`src/rtl/act_quant_absmax_if.sv`:
```
`default_nettype none
// ============================================================================
//  Module   : act_quant_absmax_if
//  Purpose  : Request/result bundle between the activation quantizer and its
//             producer/consumer (start/enable in, quantized vector out).
//  Revision : 1.0 - initial release
// ============================================================================
interface act_quant_absmax_if #(
   parameter int ARR_WIDTH = 4,
   parameter int FXP_N     = 16,
   parameter int Q_BITS    = 8
);
   logic                                enable;
   logic                                start;
   logic [ARR_WIDTH-1:0][FXP_N-1:0]     input_arr;
   logic [ARR_WIDTH-1:0][Q_BITS-1:0]    q_arr;
   logic [FXP_N-1:0]                    absmax;
   logic                                busy;
   logic                                done;

   modport master (
      output enable, start, input_arr,
      input  q_arr, absmax, busy, done
   );

   modport slave (
      input  enable, start, input_arr,
      output q_arr, absmax, busy, done
   );
endinterface
`default_nettype wire

```
`src/rtl/act_quant_absmax.sv`:
```
`default_nettype none
// ============================================================================
//  Module   : act_quant_absmax
//  Purpose  : Per-token absmax activation quantizer. Scans |x_i| for the max,
//             computes k = floor((QMAX << K_FRAC) / absmax) with a restoring
//             divider, then emits q_i = clamp(round(x_i * k / 2^K_FRAC)).
//             The input fraction width FXP_R cancels in the ratio.
//  Revision : 1.0 - initial release
// ============================================================================
module act_quant_absmax #(
   parameter int ARR_WIDTH = 4,
   parameter int FXP_N     = 16,
   parameter int FXP_R     = 8,
   parameter int Q_BITS    = 8,
   parameter int K_FRAC    = 16
) (
   input  logic              clk,
   input  logic              rst_n,
   act_quant_absmax_if.slave bus
);
   localparam int QMAX = (1 << (Q_BITS - 1)) - 1;
   localparam int KW   = Q_BITS + K_FRAC;
   localparam int IW   = $clog2(ARR_WIDTH);
   localparam int IDXW = IW + 1;
   localparam int DCW  = $clog2(KW);
   localparam int PW   = FXP_N + KW + 1;

   localparam logic [KW-1:0]           c_DIVIDEND = KW'(QMAX) << K_FRAC;
   localparam logic [FXP_N-1:0]        c_SAT      = {1'b0, {(FXP_N-1){1'b1}}};
   localparam logic [FXP_N-1:0]        c_MOST_NEG = {1'b1, {(FXP_N-1){1'b0}}};
   localparam logic signed [PW-1:0]    c_HALF     = PW'(1) << (K_FRAC - 1);
   localparam logic signed [PW-1:0]    c_QMAX_P   = PW'(QMAX);
   localparam logic signed [PW-1:0]    c_QMAX_N   = -PW'(QMAX);
   localparam logic [IDXW-1:0]         c_LAST     = IDXW'(ARR_WIDTH - 1);
   localparam logic [IDXW-1:0]         c_ALL      = IDXW'(ARR_WIDTH);
   localparam logic [DCW-1:0]          c_DLAST    = DCW'(KW - 1);

   typedef enum logic [2:0] {
      S_IDLE   = 3'd0,
      S_ABSMAX = 3'd1,
      S_DIVIDE = 3'd2,
      S_QUANT  = 3'd3,
      S_DONE   = 3'd4
   } state_t;

   state_t                            r_state, w_state_nx;
   logic [ARR_WIDTH-1:0][FXP_N-1:0]   r_buf;
   logic [IDXW-1:0]                   r_idx;
   logic [FXP_N-1:0]                  r_run_max;
   logic [FXP_N-1:0]                  r_absmax;
   logic [FXP_N-1:0]                  r_rem;
   logic [KW-1:0]                     r_k;      // dividend bits shift out, quotient bits shift in
   logic [DCW-1:0]                    r_dcnt;
   logic signed [PW-1:0]              r_prod;   // product register, quantized one cycle later
   logic [IW-1:0]                     r_pidx;
   logic [ARR_WIDTH-1:0][Q_BITS-1:0]  r_q_arr;

   logic [IW-1:0]                     w_sel;
   logic signed [FXP_N-1:0]           w_x;
   logic [FXP_N-1:0]                  w_abs;
   logic [FXP_N-1:0]                  w_max;
   logic [FXP_N:0]                    w_rem_sh;
   logic                              w_ge;
   logic [FXP_N:0]                    w_rem_nx;
   logic signed [PW-1:0]              w_prod;
   logic signed [PW-1:0]              w_round;
   logic signed [PW-1:0]              w_qs;
   logic [Q_BITS-1:0]                 w_q;
   logic                              w_busy;
   logic                              w_done;

   // Element select, saturating absolute value, divider step and quantizer arithmetic
   always_comb begin
      w_sel    = (r_idx < c_ALL) ? r_idx[IW-1:0] : '0;
      w_x      = $signed(r_buf[w_sel]);
      if (r_buf[w_sel] == c_MOST_NEG)
         w_abs = c_SAT;
      else if (w_x < 0)
         w_abs = FXP_N'(-w_x);
      else
         w_abs = FXP_N'(w_x);
      w_max    = (w_abs > r_run_max) ? w_abs : r_run_max;

      w_rem_sh = {r_rem, r_k[KW-1]};
      w_ge     = (w_rem_sh >= {1'b0, r_absmax});
      w_rem_nx = w_ge ? (w_rem_sh - {1'b0, r_absmax}) : w_rem_sh;

      w_prod   = w_x * $signed({1'b0, r_k});
      w_round  = r_prod + c_HALF;
      w_qs     = w_round >>> K_FRAC;
      if (r_absmax == '0)
         w_q = '0;
      else if (w_qs > c_QMAX_P)
         w_q = Q_BITS'(c_QMAX_P);
      else if (w_qs < c_QMAX_N)
         w_q = Q_BITS'(c_QMAX_N);
      else
         w_q = w_qs[Q_BITS-1:0];
   end

   // State register
   always_ff @(posedge clk) begin
      if (!rst_n)
         r_state <= S_IDLE;
      else
         r_state <= w_state_nx;
   end

   // Next-state and status decode
   always_comb begin
      w_state_nx = r_state;
      w_busy     = 1'b0;
      w_done     = 1'b0;
      case (r_state)
         S_IDLE: begin
            if (bus.enable && bus.start)
               w_state_nx = S_ABSMAX;
         end
         S_ABSMAX: begin
            w_busy = 1'b1;
            if (bus.enable && r_idx == c_LAST)
               w_state_nx = (w_max == '0) ? S_QUANT : S_DIVIDE;
         end
         S_DIVIDE: begin
            w_busy = 1'b1;
            if (bus.enable && r_dcnt == c_DLAST)
               w_state_nx = S_QUANT;
         end
         S_QUANT: begin
            w_busy = 1'b1;
            if (bus.enable && r_idx == c_ALL)
               w_state_nx = S_DONE;
         end
         S_DONE: begin
            w_done = 1'b1;
            if (bus.enable && bus.start)
               w_state_nx = S_ABSMAX;
         end
         default: w_state_nx = S_IDLE;
      endcase
   end

   // Datapath: capture, running max, divider iterations, pipelined quantize/write
   always_ff @(posedge clk) begin
      if (!rst_n) begin
         r_buf     <= '0;
         r_idx     <= '0;
         r_run_max <= '0;
         r_absmax  <= '0;
         r_rem     <= '0;
         r_k       <= '0;
         r_dcnt    <= '0;
         r_prod    <= '0;
         r_pidx    <= '0;
         r_q_arr   <= '0;
      end else if (bus.enable) begin
         case (r_state)
            S_IDLE, S_DONE: begin
               if (bus.start) begin
                  r_buf     <= bus.input_arr;
                  r_idx     <= '0;
                  r_run_max <= '0;
               end
            end
            S_ABSMAX: begin
               r_run_max <= w_max;
               if (r_idx == c_LAST) begin
                  r_absmax <= w_max;
                  r_idx    <= '0;
                  r_rem    <= '0;
                  r_dcnt   <= '0;
                  // A zero vector skips the divider; k=0 keeps every product zero
                  r_k      <= (w_max == '0) ? '0 : c_DIVIDEND;
               end else begin
                  r_idx <= r_idx + 1'b1;
               end
            end
            S_DIVIDE: begin
               r_rem  <= w_rem_nx[FXP_N-1:0];
               r_k    <= {r_k[KW-2:0], w_ge};
               r_dcnt <= r_dcnt + 1'b1;
            end
            S_QUANT: begin
               if (r_idx < c_ALL) begin
                  r_prod <= w_prod;
                  r_pidx <= w_sel;
               end
               if (r_idx != '0)
                  r_q_arr[r_pidx] <= w_q;
               if (r_idx != c_ALL)
                  r_idx <= r_idx + 1'b1;
            end
            default: ;
         endcase
      end
   end

   assign bus.q_arr  = r_q_arr;
   assign bus.absmax = r_absmax;
   assign bus.busy   = w_busy;
   assign bus.done   = w_done;
endmodule
`default_nettype wire

```
`src/flat_wrapper.sv`:
```
// flat-port wrapper written by rule: the top's interface ports become plain ports
module act_quant_absmax_flat 
#(
   parameter int ARR_WIDTH = 4,
   parameter int FXP_N     = 16,
   parameter int FXP_R     = 8,
   parameter int Q_BITS    = 8,
   parameter int K_FRAC    = 16
)
  (clk, rst_n, bus_enable, bus_start, bus_input_arr, bus_q_arr, bus_absmax, bus_busy, bus_done);
  act_quant_absmax_if #(.ARR_WIDTH(ARR_WIDTH), .FXP_N(FXP_N), .Q_BITS(Q_BITS)) bus_i ();
  input  logic clk;
  input  logic rst_n;
  input wire logic [$bits(bus_i.enable)-1:0] bus_enable;
  input wire logic [$bits(bus_i.start)-1:0] bus_start;
  input wire logic [$bits(bus_i.input_arr)-1:0] bus_input_arr;
  output wire logic [$bits(bus_i.q_arr)-1:0] bus_q_arr;
  output wire logic [$bits(bus_i.absmax)-1:0] bus_absmax;
  output wire logic [$bits(bus_i.busy)-1:0] bus_busy;
  output wire logic [$bits(bus_i.done)-1:0] bus_done;
  assign bus_i.enable = bus_enable;
  assign bus_i.start = bus_start;
  assign bus_i.input_arr = bus_input_arr;
  assign bus_q_arr = bus_i.q_arr;
  assign bus_absmax = bus_i.absmax;
  assign bus_busy = bus_i.busy;
  assign bus_done = bus_i.done;
  act_quant_absmax #(.ARR_WIDTH(ARR_WIDTH), .FXP_N(FXP_N), .FXP_R(FXP_R), .Q_BITS(Q_BITS), .K_FRAC(K_FRAC)) u_core (.clk(clk), .rst_n(rst_n), .bus(bus_i));
endmodule
```
`config.mk`:
```
export PLATFORM = sky130hd
export DESIGN_NAME = act_quant_absmax_flat
export DESIGN_NICKNAME = d
export VERILOG_FILES = /design/src/rtl/act_quant_absmax_if.sv /design/src/rtl/act_quant_absmax.sv /design/src/flat_wrapper.sv
export SDC_FILE = /design/constraint.sdc
export NUM_CORES = 1
export LEC_CHECK = 0
export BUFFER_PORTS_ARGS = -buffer_cell sky130_fd_sc_hd__buf_2
export CORE_ASPECT_RATIO = 2
export CORE_MARGIN = 3
export CORE_UTILIZATION = 35
export CTS_CLUSTER_SIZE = 40
export DETAILED_ROUTE_END_ITERATION = 10
export HOLD_SLACK_MARGIN = 0.15
export PLACE_DENSITY = 0.53
export SLEW_MARGIN = 20
export SYNTH_ARGS = -nofsm -noshare
export SYNTH_HDL_FRONTEND = slang
export SYNTH_SLANG_ARGS = --single-unit
export TNS_END_PERCENT = 10
```
`constraint.sdc`:
```
create_clock -name clk -period 11.17 [get_ports clk]
set_input_delay 2.234 -clock clk [delete_from_list [all_inputs] [get_ports clk]]
set_output_delay 2.234 -clock clk [all_outputs]
set_load 0.03 [all_outputs]
```
==> results of run 1 <==
==> synth_stat cells, types with 15 or more instances <==
cell	count
and3_1	48
nor3_1	23
dfxtp_1	207
nand4_1	26
ha_1	174
a22oi_1	18
nand2b_1	22
nor2_1	94
nand2_1	464
o21ai_0	85
a21boi_0	98
clkbuf_1	134
xnor2_1	35
and2_1	170
buf_1	15
mux2i_1	54
a21oi_1	58
xor2_1	28
fa_1	306
nand3_1	58
nor2b_1	51
inv_1	417
a21o_1	24
==> metal layers <==
layer,GRT usage,up-vias
li1,-,8963
met1,0.2040,9447
met2,0.3988,515
met3,0.01521,194
met4,0.1392,0
met5,0,-
==> critical path: cells and delay by family (launching register included) <==
kind	cells	cell delay (ns)
AO/OA/AOI/OAI	8	1.95
adder cells (fa/ha/maj)	7	3.47
buffers and inverters	5	1.14
flip-flops	1	0.31
AND/OR/NAND/NOR	6	2.03
==> path summary, 6_finish.rpt <==
path	startpoint	end	slack, ns	cells after the start
setup / recovery	u_core.r_idx[1]	u_core.r_prod[40]	2.18	26
hold / removal	u_core.r_buf[44]	u_core.r_buf[44]	0.47	2
setup reg to reg	u_core.r_idx[1]	u_core.r_prod[40]	2.18	26
hold reg to reg	u_core.r_buf[44]	u_core.r_buf[44]	0.47	2
==> power groups by stage <==
stage / sequential [mW] / combinational (mW) / clock [mW]
6_report: 0.761 / 0.365 / 0.730
5_1_grt: 0.762 / 0.402 / 0.779
4_1_cts: 0.761 / 0.367 / 0.757
3_5_place_dp: 0.778 / 0.365 / 0
3_3_place_gp: 0.778 / 0.364 / 0
2_1_floorplan: 0.774 / 0.249 / 0
==> metrics by stage <==
step / util / total power, mW
3_3_place_gp: 0.3739 / 1.142
3_5_place_dp: 0.3739 / 1.143
6_report: 0.3839 / 1.856
4_1_cts: 0.3839 / 1.885
5_1_grt: 0.3839 / 1.943
2_1_floorplan: - / 1.023
==> cell usage in the layout (no fill, tap or decap), types with 57 or more instances in the layout <==
master    synthesis  layout
a21boi_0         98      98
o21ai_0          85      84
and2_1          170     170
nand3_1          58      57
inv_1           417     417
nand2_1         464     464
a21oi_1          58      58
dfxtp_1         207     207
ha_1            174     174
nor2_1           94      94
buf_2             7     116
fa_1            306     306
==> layout make-up <==
| cell class | instances | share of cell area |
|---|---|---|
| inverter | 419 | 0.06124 |
| sequential | 207 | 0.1614 |
| timing repair buffer | 159 | 0.03517 |
| multi-input combinational | 2018 | 0.6731 |
| tap | 884 | 0.04307 |
| clock inverter | 8 | 0.003995 |
| clock buffer | 24 | 0.02207 |
==> state kept, by name, indices dropped and copies added, names as in the netlist <==
| register | cells |
|---|---|
| u_core.bus.absmax | 16 |
| u_core.bus.q_arr | 32 |
| u_core.r_buf | 64 |
| u_core.r_dcnt | 5 |
| u_core.r_idx | 3 |
| u_core.r_k | 24 |
| u_core.r_pidx | 2 |
| u_core.r_prod | 26 |
| u_core.r_rem | 16 |
| u_core.r_run_max | 16 |
| u_core.r_state | 3 |
==> kinds of logic (layout without fill, tap and decap cells) <==
family / Yosys count / after routing / share of synthesized area
simple gates: 1013 / 1013 / 0.2086
fa+ha+maj: 480 / 480 / 0.3512
buf+inv: 582 / 610 / 0.09537
mux: 65 / 65 / 0.02842
xor+xnor: 63 / 63 / 0.02334
flops: 207 / 207 / 0.1753
compound gates: 397 / 397 / 0.1177
==> summary.md, run 1 <==
| Metric | Value |
|---|---|
| Outcome | `completed` |
| Die area | `70890 µm²` |
| Fin. Hold Viols | `0` |
| Synth cell types | `85` |
| Clock Skews | `0.05235 ns` |
| Share of layout cells above drive strength 1 | `0.08607` |
| Die width | `189.8 µm` |
| Placed cell count | `3687` |
| DRT antenna net count | `0` |
| Critical-path top delay cell | `nor2b_1` |
| Number of global-route vias before repair | `20380` |
| Hold WC Path Type | `reg -> reg` |
| Initial antenna violation count | `0` |
| Critical Path AT | `9.43 ns` |
| Die Ht | `373.5 µm` |
| Tcrit/Tclk final | `0.8049` |
| Cell mode on critical path | `fa_1` |
| Num ports | `118` |
| Data required time of the worst path | `11.61 ns` |
| Post-Syn Instances | `2807` |
| Fin area | `25680 µm²` |
| HPWL Detailed | `58060 µm` |
| Via Count | `19120` |
| Sw frac | `0.3071` |
| Met2 WL post-DR | `39730 µm` |
| Hold_ws | `0.4658 ns` |
| WL/cell | `19.63 µm` |
| H-tree Lvls | `1` |
| Syn_area_per_cell | `8.422 µm²` |
| Sequential fraction of design power | `0.410` |
| Slew HR | `0.2694` |
| Sequential element share of the synthesized area | `0.1753` |
| NetSw | `570.0 µW` |
| Worst skew pair latency | `0.56 ns` |
| Post-synth EDFFs | `0` |
| Placed Instance Area | `25010 µm²` |
| Critical Path Sink Type | `flop` |
| Post-Route WL | `73020 µm` |
| Num CTS Buffers | `21` |
| Critical path peak fanout | `26` |
| CTS tree | `yes` |
| Final Setup Violations | `0` |
| Initial Utilization | `0.3534` |
| Max-cap viol count | `0` |
| CTS max path bufs | `3` |
| Pwr/cell area | `72.28 nW/µm²` |
| Max Clk Rate | `111.2 MHz` |
| Max Used Layer | `met4` |
| Asr flop ratio synth | `0` |
| Core area | `66900 µm²` |
| Num Clock Sinks | `207` |
| Buffers added on ports | `117` |
| Post-CTS resize count | `0` |
| P_leak | `11.80 nW` |
| Yosys top cell by area | `fa_1` |
| Critical path class | `reg -> reg` |
| Syn Nets | `3355` |
| Final slew viol count | `0` |
| Tmin final | `8.990 ns` |
| GRT overflow | `0` |
| Reg area | `4144 µm²` |
| Top_reg_cell synth | `dfxtp_1` |
| Worst slew pin tran | `1.094 ns` |
| Critical path's largest stage delay | `0.79 ns` |
| Worst Setup Start Kind | `flop` |
| Met3 wire length | `2487 µm` |
| Clock share of power | `0.393` |
| DRC viols | `0` |
| Met1 WL | `24840 µm` |
| Row count | `134` |
| Setup TNS | `0 ns` |
| Share of the synthesized area in the top cell type | `0.2591` |
| Final setup margin | `2.180 ns` |
| Tot GR Track Use | `0.2057` |
| Fill cells | `6929` |
| CTS Hold Buffers Added | `0` |
| Max VDD drop | `0.1118 mV` |
| Antenna fix cells | `0` |
| First-pass GRT wire length | `113600 µm` |
| Pint | `1.286 mW` |
| Number of synthesized register bits | `207` |
| Post-CTS Setup Bufs | `0` |
| Multi-input gate area | `17290 µm²` |
| Synthesis-to-layout area growth | `8.638%` |
| Synth Warn # | `0` |
| Initial DRC Count | `881` |
| Cell Area, Synth | `23640 µm²` |
| Routed vias/inst | `5.141` |
| Final nets | `3374` |
| TritonRoute pass-1 iters | `5` |
| Final Instance Count excl. Fillers | `3719` |
| GP Congestion | `0.9067` |
| Pre-CTS setup slack | `2.180 ns` |
| Worst-path clk slew | `0.06 ns` |
| Largest net degree at the start of global routing | `85` |
| Top cells by area, synth | `fa_1 (26%), dfxtp_1 (18%), ha_1 (9.2%)` |
| Share of total power in combinational logic | `0.196` |
| RSZ-0062 raised after global routing | `false` |
| Clk root buf | `clkbuf_16` |
No activity file was read; power rests on OpenSTA's default activity.
==> run 2, diff against run 1 <==
==> constraint.sdc (replaced) <==
create_clock -name clk -period 9.4 [get_ports clk]
set_input_delay 1.88 -clock clk [delete_from_list [all_inputs] [get_ports clk]]
set_output_delay 1.88 -clock clk [all_outputs]
set_load 0.03 [all_outputs]
==> summary.md, run 2 (synthesized netlist as in run 1, its figures left out) <==
| Metric | Value |
|---|---|
| CTS tree | `yes` |
| Max VDD drop | `0.1211 mV` |
| Fin. Hold Viols | `0` |
| RSZ-0062 raised after global routing | `false` |
| Largest net degree at the start of global routing | `117` |
| H-tree Lvls | `1` |
| Num Clock Sinks | `207` |
| Num ports | `118` |
| Commonest non-fill, non-tap cell in the layout | `nand2_1` |
| Hold_sp | `u_core.r_buf[40]` |
| Critical Path Sink Type | `flop` |
| Final Setup Violations | `0` |
| Critical path peak fanout | `16` |
| Initial Utilization | `0.3534` |
| Synthesis-to-layout area growth | `8.712%` |
| HPWL Detailed | `58970 µm` |
| Antenna fix cells | `0` |
| Clk root buf | `clkbuf_16` |
| Worst slew pin tran | `1.019 ns` |
| Die area | `70890 µm²` |
| Largest Register | `u_core.r_buf` |
| Max reg flops | `64` |
| Critical Path AT | `9.35 ns` |
| Buffers added on ports | `117` |
| Final nets | `3378` |
| Die width | `189.8 µm` |
| Max Clk Rate | `112.0 MHz` |
| Setup TNS | `0 ns` |
| First-pass GRT wire length | `113700 µm` |
| Post-CTS resize count | `0` |
| TritonRoute pass-1 iters | `5` |
| Share of layout cells above drive strength 1 | `0.08832` |
| Outcome | `completed` |
| Tcrit/Tclk final | `0.9496` |
| Final Instance Count excl. Fillers | `3726` |
| Reg2reg start | `u_core.r_idx[2]` |
| Data required time of the worst path | `9.82 ns` |
| DRC viols | `0` |
| Critical-path top delay cell | `o21bai_1` |
| Critical Path Source | `u_core.r_idx[2]` |
| Critical path's largest stage delay | `0.79 ns` |
| Tot GR Track Use | `0.2051` |
| Num CTS Buffers | `21` |
| Worst-path clk slew | `0.08 ns` |
| Hold WC Path Type | `reg -> reg` |
| CTS Hold Buffers Added | `0` |
| Post-CTS Setup Bufs | `0` |
| Via Count | `19150` |
| Final slew viol count | `0` |
| Initial antenna violation count | `0` |
| Row count | `134` |
| Worst skew pair latency | `0.56 ns` |
| Number of global-route vias before repair | `20250` |
| Tmin final | `8.926 ns` |
| WL/cell | `19.54 µm` |
| CTS max path bufs | `3` |
| Core area | `66900 µm²` |
| Slew HR | `0.3179` |
| Clock Skews | `0.03932 ns` |
| Placed cell count | `3691` |
| Routed vias/inst | `5.138` |
| Initial DRC Count | `832` |
| Post-Route WL | `72810 µm` |
| GP Congestion | `0.9431` |
| Max-cap viol count | `0` |
| Die Ht | `373.5 µm` |
| Worst Setup Start Kind | `flop` |
| Pwr/cell area | `84.95 nW/µm²` |
| Commonest cells after routing, fill and taps aside | `nand2_1 (464), inv_1 (417), fa_1 (306)` |
| P_leak | `11.81 nW` |
| GRT overflow | `0` |
| DRT antenna net count | `0` |
| Critical path class | `reg -> reg` |
| Cell mode on critical path | `fa_1` |
-- run 2: final timing paths --
kind	to	slack, ns	depth (start not counted)
min reg2reg	u_core.r_buf[40]	0.46	2
min	u_core.r_buf[40]	0.46	2
max	u_core.r_prod[40]	0.47	27
max reg2reg	u_core.r_prod[40]	0.47	27
-- run 2: stage by stage --
stage,hold slack (ns),cell area (µm²),util,setup WS [ns],power [mW]
after floorplan,0.4389,23640,-,1.352,1.215
after global placement,0.4513,25040,0.3744,0.8357,1.360
after detailed placement,0.4568,25040,0.3744,0.6192,1.362
after CTS,0.4661,25690,0.3841,0.6121,2.215
after global routing,0.4820,25700,0.3842,0.1661,2.284
final,0.4609,25700,0.3842,0.4737,2.183
-- run 2: routing by layer --
layer | GRT usage | up-vias | wire length (µm)
li1 | - | 8971 | -
met1 | 0.2033 | 9472 | 24800
met2 | 0.3944 | 485 | 39740
met3 | 0.01662 | 217 | 2117
met4 | 0.1433 | 0 | 6149
met5 | 0 | - | 0
-- run 2: where the power goes --
group	internal (mW)	total (mW)	switching, mW
clock	0.443	0.841	0.398
combinational	0.152	0.435	0.283
sequential	0.892	0.907	0.0146
-- run 2: worst max-delay path, delay by kind of cell, from the launching register on --
family          cells  cell delay (ns)
buf+inv             5             0.50
compound gates      8             2.68
simple gates        7             2.10
flops               1             0.48
fa+ha+maj           7             3.03
-- run 2: layout make-up --
cell class	count	area (µm²)
tap	884	1106
timing repair buffer	163	933.4
multi-input combinational	2018	17290
inverter	419	1573
clock inverter	10	68.82
sequential	207	4144
fill	6859	41200
clock buffer	25	580.6
